--- src/rtl/regsel_sequencer_pkg.sv ---
// Shared command codes, source-select codes, FSM states and control word for
// the regSel register-transfer sequencer.
package regsel_sequencer_pkg;

   localparam int unsigned CMD_W    = 3;
   localparam int unsigned REG_W    = 3;
   localparam int unsigned OE_SRC_W = 2;

   localparam logic [CMD_W-1:0] CMD_MOV   = 3'd0;
   localparam logic [CMD_W-1:0] CMD_ALU   = 3'd1;
   localparam logic [CMD_W-1:0] CMD_SWAP  = 3'd2;
   localparam logic [CMD_W-1:0] CMD_INCPC = 3'd3;

   localparam logic [REG_W-1:0] PC_REG_DEF = 3'd7;

   localparam logic [OE_SRC_W-1:0] OE_SRC_USEQ = 2'b00;
   localparam logic [OE_SRC_W-1:0] OE_SRC_OP0  = 2'b01;
   localparam logic [OE_SRC_W-1:0] OE_SRC_OP1  = 2'b10;
   localparam logic [OE_SRC_W-1:0] OE_SRC_OP2  = 2'b11;

   localparam logic LD_SRC_USEQ = 1'b0;
   localparam logic LD_SRC_OP0  = 1'b1;

   typedef enum logic [3:0] {
      ST_IDLE,
      ST_MOV1,
      ST_ALU1,
      ST_ALU2,
      ST_ALU3,
      ST_SWP1,
      ST_SWP2,
      ST_SWP3,
      ST_INC1,
      ST_INC2,
      ST_ERR
   } state_e;

   typedef struct packed {
      logic                oe;
      logic                load;
      logic [OE_SRC_W-1:0] oe_src;
      logic                load_src;
      logic [REG_W-1:0]    useq_oe;
      logic [REG_W-1:0]    useq_load;
      logic                alu_load_a;
      logic                alu_load_b;
      logic                alu_oe;
      logic                alu_inc;
      logic                tmp_load;
      logic                tmp_oe;
      logic                busy;
      logic                done;
      logic                illegal;
   } ctrl_t;

   // First step entered when a command is accepted; unsupported codes go to ERR.
   function automatic state_e first_step(input logic [CMD_W-1:0] cmd);
      state_e st;
      case (cmd)
         CMD_MOV:   st = ST_MOV1;
         CMD_ALU:   st = ST_ALU1;
         CMD_SWAP:  st = ST_SWP1;
         CMD_INCPC: st = ST_INC1;
         default:   st = ST_ERR;
      endcase
      return st;
   endfunction

endpackage

--- src/rtl/regsel_sequencer_decode.sv ---
// Combinational state -> control-word table for the regSel sequencer.
// Selects stay 0 whenever their enable is low.
module regsel_sequencer_decode
   import regsel_sequencer_pkg::*;
#(
   parameter logic [REG_W-1:0] PC_REG = PC_REG_DEF
) (
   input  state_e           state,
   input  logic [REG_W-1:0] swap_dst,
   output ctrl_t            ctrl_c
);

   always_comb begin
      ctrl_c      = '0;
      ctrl_c.busy = (state != ST_IDLE);
      case (state)
         ST_MOV1: begin
            ctrl_c.oe       = 1'b1;
            ctrl_c.oe_src   = OE_SRC_OP1;
            ctrl_c.load     = 1'b1;
            ctrl_c.load_src = LD_SRC_OP0;
            ctrl_c.done     = 1'b1;
         end
         ST_ALU1: begin
            ctrl_c.oe         = 1'b1;
            ctrl_c.oe_src     = OE_SRC_OP1;
            ctrl_c.alu_load_a = 1'b1;
         end
         ST_ALU2: begin
            ctrl_c.oe         = 1'b1;
            ctrl_c.oe_src     = OE_SRC_OP2;
            ctrl_c.alu_load_b = 1'b1;
         end
         ST_ALU3: begin
            ctrl_c.alu_oe   = 1'b1;
            ctrl_c.load     = 1'b1;
            ctrl_c.load_src = LD_SRC_OP0;
            ctrl_c.done     = 1'b1;
         end
         ST_SWP1: begin
            ctrl_c.oe       = 1'b1;
            ctrl_c.oe_src   = OE_SRC_OP0;
            ctrl_c.tmp_load = 1'b1;
         end
         ST_SWP2: begin
            ctrl_c.oe       = 1'b1;
            ctrl_c.oe_src   = OE_SRC_OP1;
            ctrl_c.load     = 1'b1;
            ctrl_c.load_src = LD_SRC_OP0;
         end
         // op1 may have moved on since accept, so the latched copy addresses the load
         ST_SWP3: begin
            ctrl_c.tmp_oe    = 1'b1;
            ctrl_c.load      = 1'b1;
            ctrl_c.load_src  = LD_SRC_USEQ;
            ctrl_c.useq_load = swap_dst;
            ctrl_c.done      = 1'b1;
         end
         ST_INC1: begin
            ctrl_c.oe         = 1'b1;
            ctrl_c.oe_src     = OE_SRC_USEQ;
            ctrl_c.useq_oe    = PC_REG;
            ctrl_c.alu_load_a = 1'b1;
         end
         ST_INC2: begin
            ctrl_c.alu_oe    = 1'b1;
            ctrl_c.alu_inc   = 1'b1;
            ctrl_c.load      = 1'b1;
            ctrl_c.load_src  = LD_SRC_USEQ;
            ctrl_c.useq_load = PC_REG;
            ctrl_c.done      = 1'b1;
         end
         ST_ERR: begin
            ctrl_c.illegal = 1'b1;
         end
         default: ;
      endcase
   end

endmodule

--- src/rtl/regsel_sequencer.sv ---
// Multi-cycle register-transfer sequencer for regSel: accepts a command on
// start in IDLE and steps the data bus one transfer per cycle.
module regsel_sequencer
   import regsel_sequencer_pkg::*;
#(
   parameter logic [REG_W-1:0] PC_REG = PC_REG_DEF
) (
   input  logic                clock,
   input  logic                reset,
   input  logic                start,
   input  logic [CMD_W-1:0]    cmd,
   input  logic [REG_W-1:0]    op1,
   output logic                oe,
   output logic                load,
   output logic [OE_SRC_W-1:0] oeSourceSel,
   output logic                loadSourceSel,
   output logic [REG_W-1:0]    useqRegSelOe,
   output logic [REG_W-1:0]    useqRegSelLoad,
   output logic                aluLoadA,
   output logic                aluLoadB,
   output logic                aluOe,
   output logic                aluInc,
   output logic                tmpLoad,
   output logic                tmpOe,
   output logic                busy,
   output logic                done,
   output logic                illegal
);

   state_e           state_q, state_d;
   logic [REG_W-1:0] swap_dst_q, swap_dst_d;
   ctrl_t            ctrl_q, ctrl_d;

   // Next-state: each step lasts one cycle; cmd and op1 only sampled on accept.
   always_comb begin
      state_d    = state_q;
      swap_dst_d = swap_dst_q;
      case (state_q)
         ST_IDLE: begin
            if (start) begin
               state_d    = first_step(cmd);
               swap_dst_d = op1;
            end
         end
         ST_ALU1: state_d = ST_ALU2;
         ST_ALU2: state_d = ST_ALU3;
         ST_SWP1: state_d = ST_SWP2;
         ST_SWP2: state_d = ST_SWP3;
         ST_INC1: state_d = ST_INC2;
         default: state_d = ST_IDLE;
      endcase
   end

   // Control word is decoded from the next state and registered alongside it.
   regsel_sequencer_decode #(
      .PC_REG (PC_REG)
   ) u_decode (
      .state    (state_d),
      .swap_dst (swap_dst_d),
      .ctrl_c   (ctrl_d)
   );

   always_ff @(posedge clock) begin
      if (reset) begin
         state_q    <= ST_IDLE;
         swap_dst_q <= '0;
         ctrl_q     <= '0;
      end else begin
         state_q    <= state_d;
         swap_dst_q <= swap_dst_d;
         ctrl_q     <= ctrl_d;
      end
   end

   assign oe             = ctrl_q.oe;
   assign load           = ctrl_q.load;
   assign oeSourceSel    = ctrl_q.oe_src;
   assign loadSourceSel  = ctrl_q.load_src;
   assign useqRegSelOe   = ctrl_q.useq_oe;
   assign useqRegSelLoad = ctrl_q.useq_load;
   assign aluLoadA       = ctrl_q.alu_load_a;
   assign aluLoadB       = ctrl_q.alu_load_b;
   assign aluOe          = ctrl_q.alu_oe;
   assign aluInc         = ctrl_q.alu_inc;
   assign tmpLoad        = ctrl_q.tmp_load;
   assign tmpOe          = ctrl_q.tmp_oe;
   assign busy           = ctrl_q.busy;
   assign done           = ctrl_q.done;
   assign illegal        = ctrl_q.illegal;

endmodule
--- config.mk ---
export PLATFORM = sky130hd
export DESIGN_NAME = regsel_sequencer
export DESIGN_NICKNAME = d
export VERILOG_FILES = /design/src/rtl/regsel_sequencer_pkg.sv /design/src/rtl/regsel_sequencer_decode.sv /design/src/rtl/regsel_sequencer.sv
export SDC_FILE = /design/constraint.sdc
export NUM_CORES = 1
export LEC_CHECK = 0
export ABC_AREA = 1
export CAP_MARGIN = 20
export CELL_PAD_IN_SITES_DETAIL_PLACEMENT = 0
export CELL_PAD_IN_SITES_GLOBAL_PLACEMENT = 1
export CORE_ASPECT_RATIO = 0.6
export CORE_MARGIN = 5
export CORE_UTILIZATION = 34
export DETAILED_ROUTE_END_ITERATION = 10
export GPL_TIMING_DRIVEN = 0
export PLACE_DENSITY_LB_ADDON = 0.1
export SYNTH_ARGS = -nofsm -noshare
export SYNTH_HDL_FRONTEND = slang
export SYNTH_HIERARCHICAL = 1
export SYNTH_SLANG_ARGS = --single-unit
--- constraint.sdc ---
create_clock -name clock -period 1.75 [get_ports clock]
set_clock_uncertainty 0.05 [all_clocks]
set_input_delay 0.35 -clock clock [delete_from_list [all_inputs] [get_ports clock]]
set_output_delay 0.35 -clock clock [all_outputs]
set_load 0.05 [all_outputs]
==> metrics.yaml, run 1 <==
cts.clk_slew.worst_paths_ns: 0.09
finalInstanceArea_sq_um: 1760
criticalPathCategory: "reg2reg"
clk_path_buf_depth: 2
clock_power_share: 0.142
yosysWarnings: 6
diodes: 0
netSwitchingFraction: 0.461
slew_headroom: 0.670
setup_tns_ns: 0
fin_nets: 233
hold_violations: 0
drt.antenna.violating_nets: 0
placed_area_sq_um: 1570
core_sq_um: 3590
gp_congestion: 0.751
grt_max_degree: 17
max_freq_ghz: 0.605
p_switching_mw: 1.15
cp_max_fo: 5
numCtsBuffers: 3
routedWlPerCell_um: 10.3
worst_pin_slew_ns: 0.497
port_buffers: 27
comb_power_share: 0.543
worstPathArrival_ns: 1.81
status: "finished clean"
antenna_found_initial: 0
layout_common_cells: "38 x nand2_1, 33 x inv_1, 25 x nor2_1"
use_met2: 0.174
syn_nets: 192
pre_cts_ws_ns: -0.567
syn_to_final_growth_pct: 42.4
cts_tree: "built"
cts_hold_buf: 0
fin_ws_ns: 0.0968
final_common_cell: "nand2_1"
finalSetupViolations: 0
grt_pass1_wl_mm: 4.56
endpoint_kind: "flop"
grt_overflow_total: 0
power.density_nw_per_um2: 1420
grt_use_met1: 0.155
hold_path_class: "in2reg"
total_power_mw: 2.50
drc: 0
drive_gt1_frac: 0.296
die_h_um: 56.8
dp_hpwl_mm: 2.00
worst_setup_path_start_kind: "flop"
root_buffer: "clkbuf_8"
worst_ep_required_time_ns: 1.91
die-area_sq_um: 4990
power_frac_seq: 0.315
reg2reg_slack_ns: 0.1
synth-seq-cells: 27
busiest_layer: "met2"
use_met3: 0.0440
num_rows: 17
final.min_clock_period_ns: 1.65
start_util: 0.345
peakVddDrop_mv: 0.601
syn_area_per_cell_sq_um: 6.77
track_usage: 0.115
synth-seq-area-share: 0.436
first_pass_iters: 7
drv_cap: 0
clock_latency_ns: 0.27
p_int_mw: 1.35
p_leak_nw: 0.937
die_width_um: 87.9
fin_crit_sh: 0.945
cts.sinks: 27
htreeDepth: 1
vias: 1146
synth_cell_types: 21
slew_viol_final: 0
fillCellCount: 368
synth_cells: 183
drt-total-wl_mm: 2.79
io_pins: 29
drt_iter0_drc: 35
hold_slack_ns: 0.306
grt_pass1_vias: 1059
viasPerCell: 4.24
syn_area_sq_um: 1240
state kept, by name, summed over array words and instances (netlist names):
register and cells:
state_q 4, swap_dst_q 3, useqRegSelLoad 3, useqRegSelOe 3, oeSourceSel 2, aluInc 1
aluLoadA 1, aluLoadB 1, aluOe 1, busy 1, done 1, illegal 1
load 1, loadSourceSel 1, oe 1, tmpLoad 1, tmpOe 1
path summary, 6_finish.rpt:
path | start | to | cells past startpoint
worst min-delay path | reset | state_q[0] | 2
worst min register to register | swap_dst_q[0] | swap_dst_q[0] | 2
worst max-delay path | state_q[0] | done | 11
worst max register to register | state_q[0] | done | 11
synthesized netlist by cell type (all sizes together):
cell type | instances | area share
a21oi | 7 | 0.043
and2 | 1 | 0.0051
buf | 5 | 0.024
clkinv | 1 | 0.0030
dfxtp | 27 | 0.44
inv | 41 | 0.12
nand2 | 47 | 0.15
nand3 | 6 | 0.034
nand4 | 1 | 0.0051
nor2 | 43 | 0.16
nor2b | 1 | 0.0051
nor3 | 1 | 0.0040
o21ai | 2 | 0.0081
layout make-up:
type | count | area [sq um] | area share
Multi-Input combinational cell | 109 | 606 | 0.343
Sequential cell | 27 | 548 | 0.311
Timing Repair Buffer | 36 | 313 | 0.177
Inverter | 42 | 160 | 0.0908
Tap cell | 47 | 58.8 | 0.0333
Clock buffer | 3 | 41.3 | 0.0234
Buffer | 5 | 30.0 | 0.0170
Clock inverter | 1 | 7.51 | 0.00426
per-layer routing:
metal | routed length, um | vias up
met5 | 0 | -
met2 | 1170 | 24
met4 | 12 | 0
li1 | - | 606
met3 | 201 | 2
met1 | 1400 | 514
power by group through the flow:
stage / Sequential, mW / Combinational [mW] / Clock (mW)
after global routing: 0.804 / 1.48 / 0.395
after floorplan: 1.12 / 0.553 / 0
after CTS: 0.784 / 1.24 / 0.374
after global placement: 0.801 / 1.18 / 0
after detailed placement: 0.802 / 1.18 / 0
final: 0.788 / 1.36 / 0.355
worst max-delay path, cell delays in order (launching register included):
cell,delay [ns]
dfxtp_2,0.41
inv_2,0.05
nand2_1,0.13
o21ai_1,0.10
nor2_2,0.16
inv_2,0.11
nor2_4,0.16
nand2_2,0.08
and2_1,0.15
nand2_1,0.05
inv_1,0.04
nor2_1,0.10
logic make-up after synthesis:
kind of cell	Yosys count	share of synthesized area
DFF	27	0.436
AOI/OAI and AO/OA	9	0.0515
and+or+nand+nor	100	0.361
buffers and inverters	47	0.151
per-stage QoR:
step / utilization / std cells
floorplan: - / 183
global placement: 0.436 / 257
detailed placement: 0.436 / 257
CTS: 0.463 / 266
global route: 0.491 / 270
finish: 0.491 / 270
repair_timing:
item                                    CTS  global route
gates resized for setup                  40            25
setup buffers                             5             4
pin swaps                                 6             9
endpoints found under the setup margin   39            19
endpoints found under the hold margin     0             0
gates cloned                              0             0
Power figures use the tool's default switching activity.
==> run 2: changes to the inputs <==
--- a/config.mk
+++ b/config.mk
@@ -11,7 +11,8 @@
 export CELL_PAD_IN_SITES_GLOBAL_PLACEMENT = 1
 export CORE_ASPECT_RATIO = 0.6
 export CORE_MARGIN = 5
-export CORE_UTILIZATION = 34
+export CORE_UTILIZATION = 35
+export CTS_BUF_LIST = sky130_fd_sc_hd__clkbuf_8
 export DETAILED_ROUTE_END_ITERATION = 10
 export GPL_TIMING_DRIVEN = 0
 export PLACE_DENSITY_LB_ADDON = 0.1
==> metrics.yaml, run 2 (synthesis results as in run 1) <==
root_buffer: "clkbuf_8"
finalSetupViolations: 0  # unchanged
port_buffers: 27  # unchanged
first_pass_iters: 4  # -3
crit_family: "simple AND/OR/NAND/NOR gates"
gp_congestion: 0.788  # +4.9%
dp_hpwl_mm: 2.03  # +1.8%
total_power_mw: 2.38  # -4.7%
max_freq_ghz: 0.603  # -0.24%
crit_buf_inv: 3  # unchanged
drive_gt1_frac: 0.245  # -0.0505
finalNonFillerCells: 265  # -1.9%
hold_violations: 0  # unchanged
worstPathArrival_ns: 1.83  # +0.02 ns
drt.antenna.violating_nets: 0  # unchanged
cp_max_fo: 6  # +1
die_h_um: 56.1  # -1.2%
cts_tree: "built"
power.density_nw_per_um2: 1410  # -0.58%
num_rows: 16  # -1
final_common_cell: "nand2_1"
multi_input_area_sq_um: 556  # -8.3%
regArea_sq_um: 546  # -0.46%
numCtsBuffers: 3  # unchanged
grt_overflow_total: 0  # unchanged
worst_ep_required_time_ns: 1.92  # about the same
grt_pass1_wl_mm: 4.44  # -2.7%
critPathSlowestCell: "dfxtp_2"
peakVddDrop_mv: 0.639  # +6.4%
routedWlPerCell_um: 10.0  # -2.9%
drv_cap: 0  # unchanged
die_width_um: 86.8  # -1.3%
drt_iter0_drc: 30  # -14%
cpPeakStageDelay_ns: 0.39  # -0.02 ns
fillCellCount: 367  # -0.27%
vias: 1100  # -4.0%
grt_max_degree: 17  # unchanged
cts.sinks: 27  # unchanged
antenna_found_initial: 0  # unchanged
fin_nets: 230  # -1.3%
diodes: 0  # unchanged
hold_path_class: "in2reg"
fin_crit_sh: 0.947  # +0.00223
largest_reg_flops: 4  # unchanged
cts.clk_slew.worst_paths_ns: 0.09  # about the same
syn_to_final_growth_pct: 36.5
start_util: 0.373  # +0.0282
track_usage: 0.115  # about the same
clk_path_buf_depth: 2  # unchanged
layout_common_cells: "42 x nand2_1, 33 x inv_1, 27 x nor2_1"
status: "finished clean"
drc: 0  # unchanged
core_sq_um: 3320  # -7.6%
viasPerCell: 4.15  # -2.2%
fin_util: 0.509  # +0.0179
worst_setup_path_start_kind: "flop"
p_leak_nw: 0.939  # +0.19%
worst_pin_slew_ns: 0.500  # +0.00319 ns
critical_path.cell_chain: "inv_2, nor2_1, nor2b_1, nor2_2, nand2_2, inv_1, nor2_2, nand2_1, and2_1, nand2_1, inv_1, nor2_1"
io_pins: 29  # unchanged
slew_headroom: 0.668  # -0.00212
criticalPathCategory: "reg2reg"
drt-total-wl_mm: 2.66  # -4.7%
htreeDepth: 1  # unchanged
slew_viol_final: 0  # unchanged
top_register: "state_q"
clock_latency_ns: 0.27  # about the same
grt_pass1_vias: 1006  # -5.0%
final.min_clock_period_ns: 1.66  # +0.00391 ns
die-area_sq_um: 4870  # -2.5%
dp_cells: 255  # -0.78%
endpoint_kind: "flop"
-- run 2: cell types whose count changed in the layout (fill, tap and decap cells not counted), moves of 2 or more --
| cell | delta |
|---|---|
| nand2_1 | +4 |
| a21oi_1 | +2 |
| dlymetal6s2s_1 | +2 |
| nor2_2 | +2 |
| nand2_2 | -4 |
| buf_4 | -3 |
| nor2_4 | -4 |
| nor2_1 | +2 |
| a21oi_2 | -2 |
-- run 2: worst paths after layout --
check                start  slack (ns)  cells after the start            end
min reg2reg  swap_dst_q[2]        0.44                      2  swap_dst_q[2]
max             state_q[2]        0.09                     12           done
max reg2reg     state_q[2]        0.09                     12           done
min                  reset        0.32                      2     state_q[2]
-- run 2: timing repair --
item | CTS | global route
hold endpoints to repair | 0 | 0
endpoints found under the setup margin | 39 | 19
buffers inserted | 4 | 2
pin swaps | 3 | 5
resized for setup | 32 | 15
hold buffers | 0 | 0
-- run 2: area by class of cell --
type,count,share of cell area
buffer,5,0.0178
clock buffer,3,0.0244
inverter,42,0.0933
timing repair buffer,33,0.175
sequential,27,0.323
multi-input combinational,109,0.329
clock inverter,1,0.00444
tap,45,0.0333
-- run 2: routing by layer --
layer / routed length, um / vias up / part of all wire / GRT usage
met5: 0 / - / 0 / 0
met4: 8 / 0 / 0.0030 / 0.0267
met3: 166 / 2 / 0.062 / 0.0385
met2: 1150 / 22 / 0.43 / 0.178
met1: 1340 / 480 / 0.50 / 0.152
li1: - / 596 / - / -
-- run 2: power breakdown --
part / switching (mW) / internal [mW]
logic: 0.855 / 0.389
registers: 0.0503 / 0.738
clock network: 0.189 / 0.161
-- run 2: per-stage QoR --
step | TNS (ns) | hold slack, ns | worst slack (ns) | instance area, sq um
3_5_place_dp | -8.19 | 0.429 | -0.562 | 1570
4_1_cts | 0 | 0.310 | 0.00806 | 1640
2_1_floorplan | 0 | 0.412 | 0.187 | 1240
6_report | 0 | 0.317 | 0.0929 | 1690
5_1_grt | -0.0256 | 0.326 | -0.0160 | 1690
3_3_place_gp | -8.63 | 0.423 | -0.581 | 1570
-- run 2: worst reg2reg max path, delay by kind of cell, from the launching register on --
kind / cells / cell delay (ns)
AND/OR/NAND/NOR: 9 / 1.00
buffers and inverters: 3 / 0.18
flip-flops: 1 / 0.39
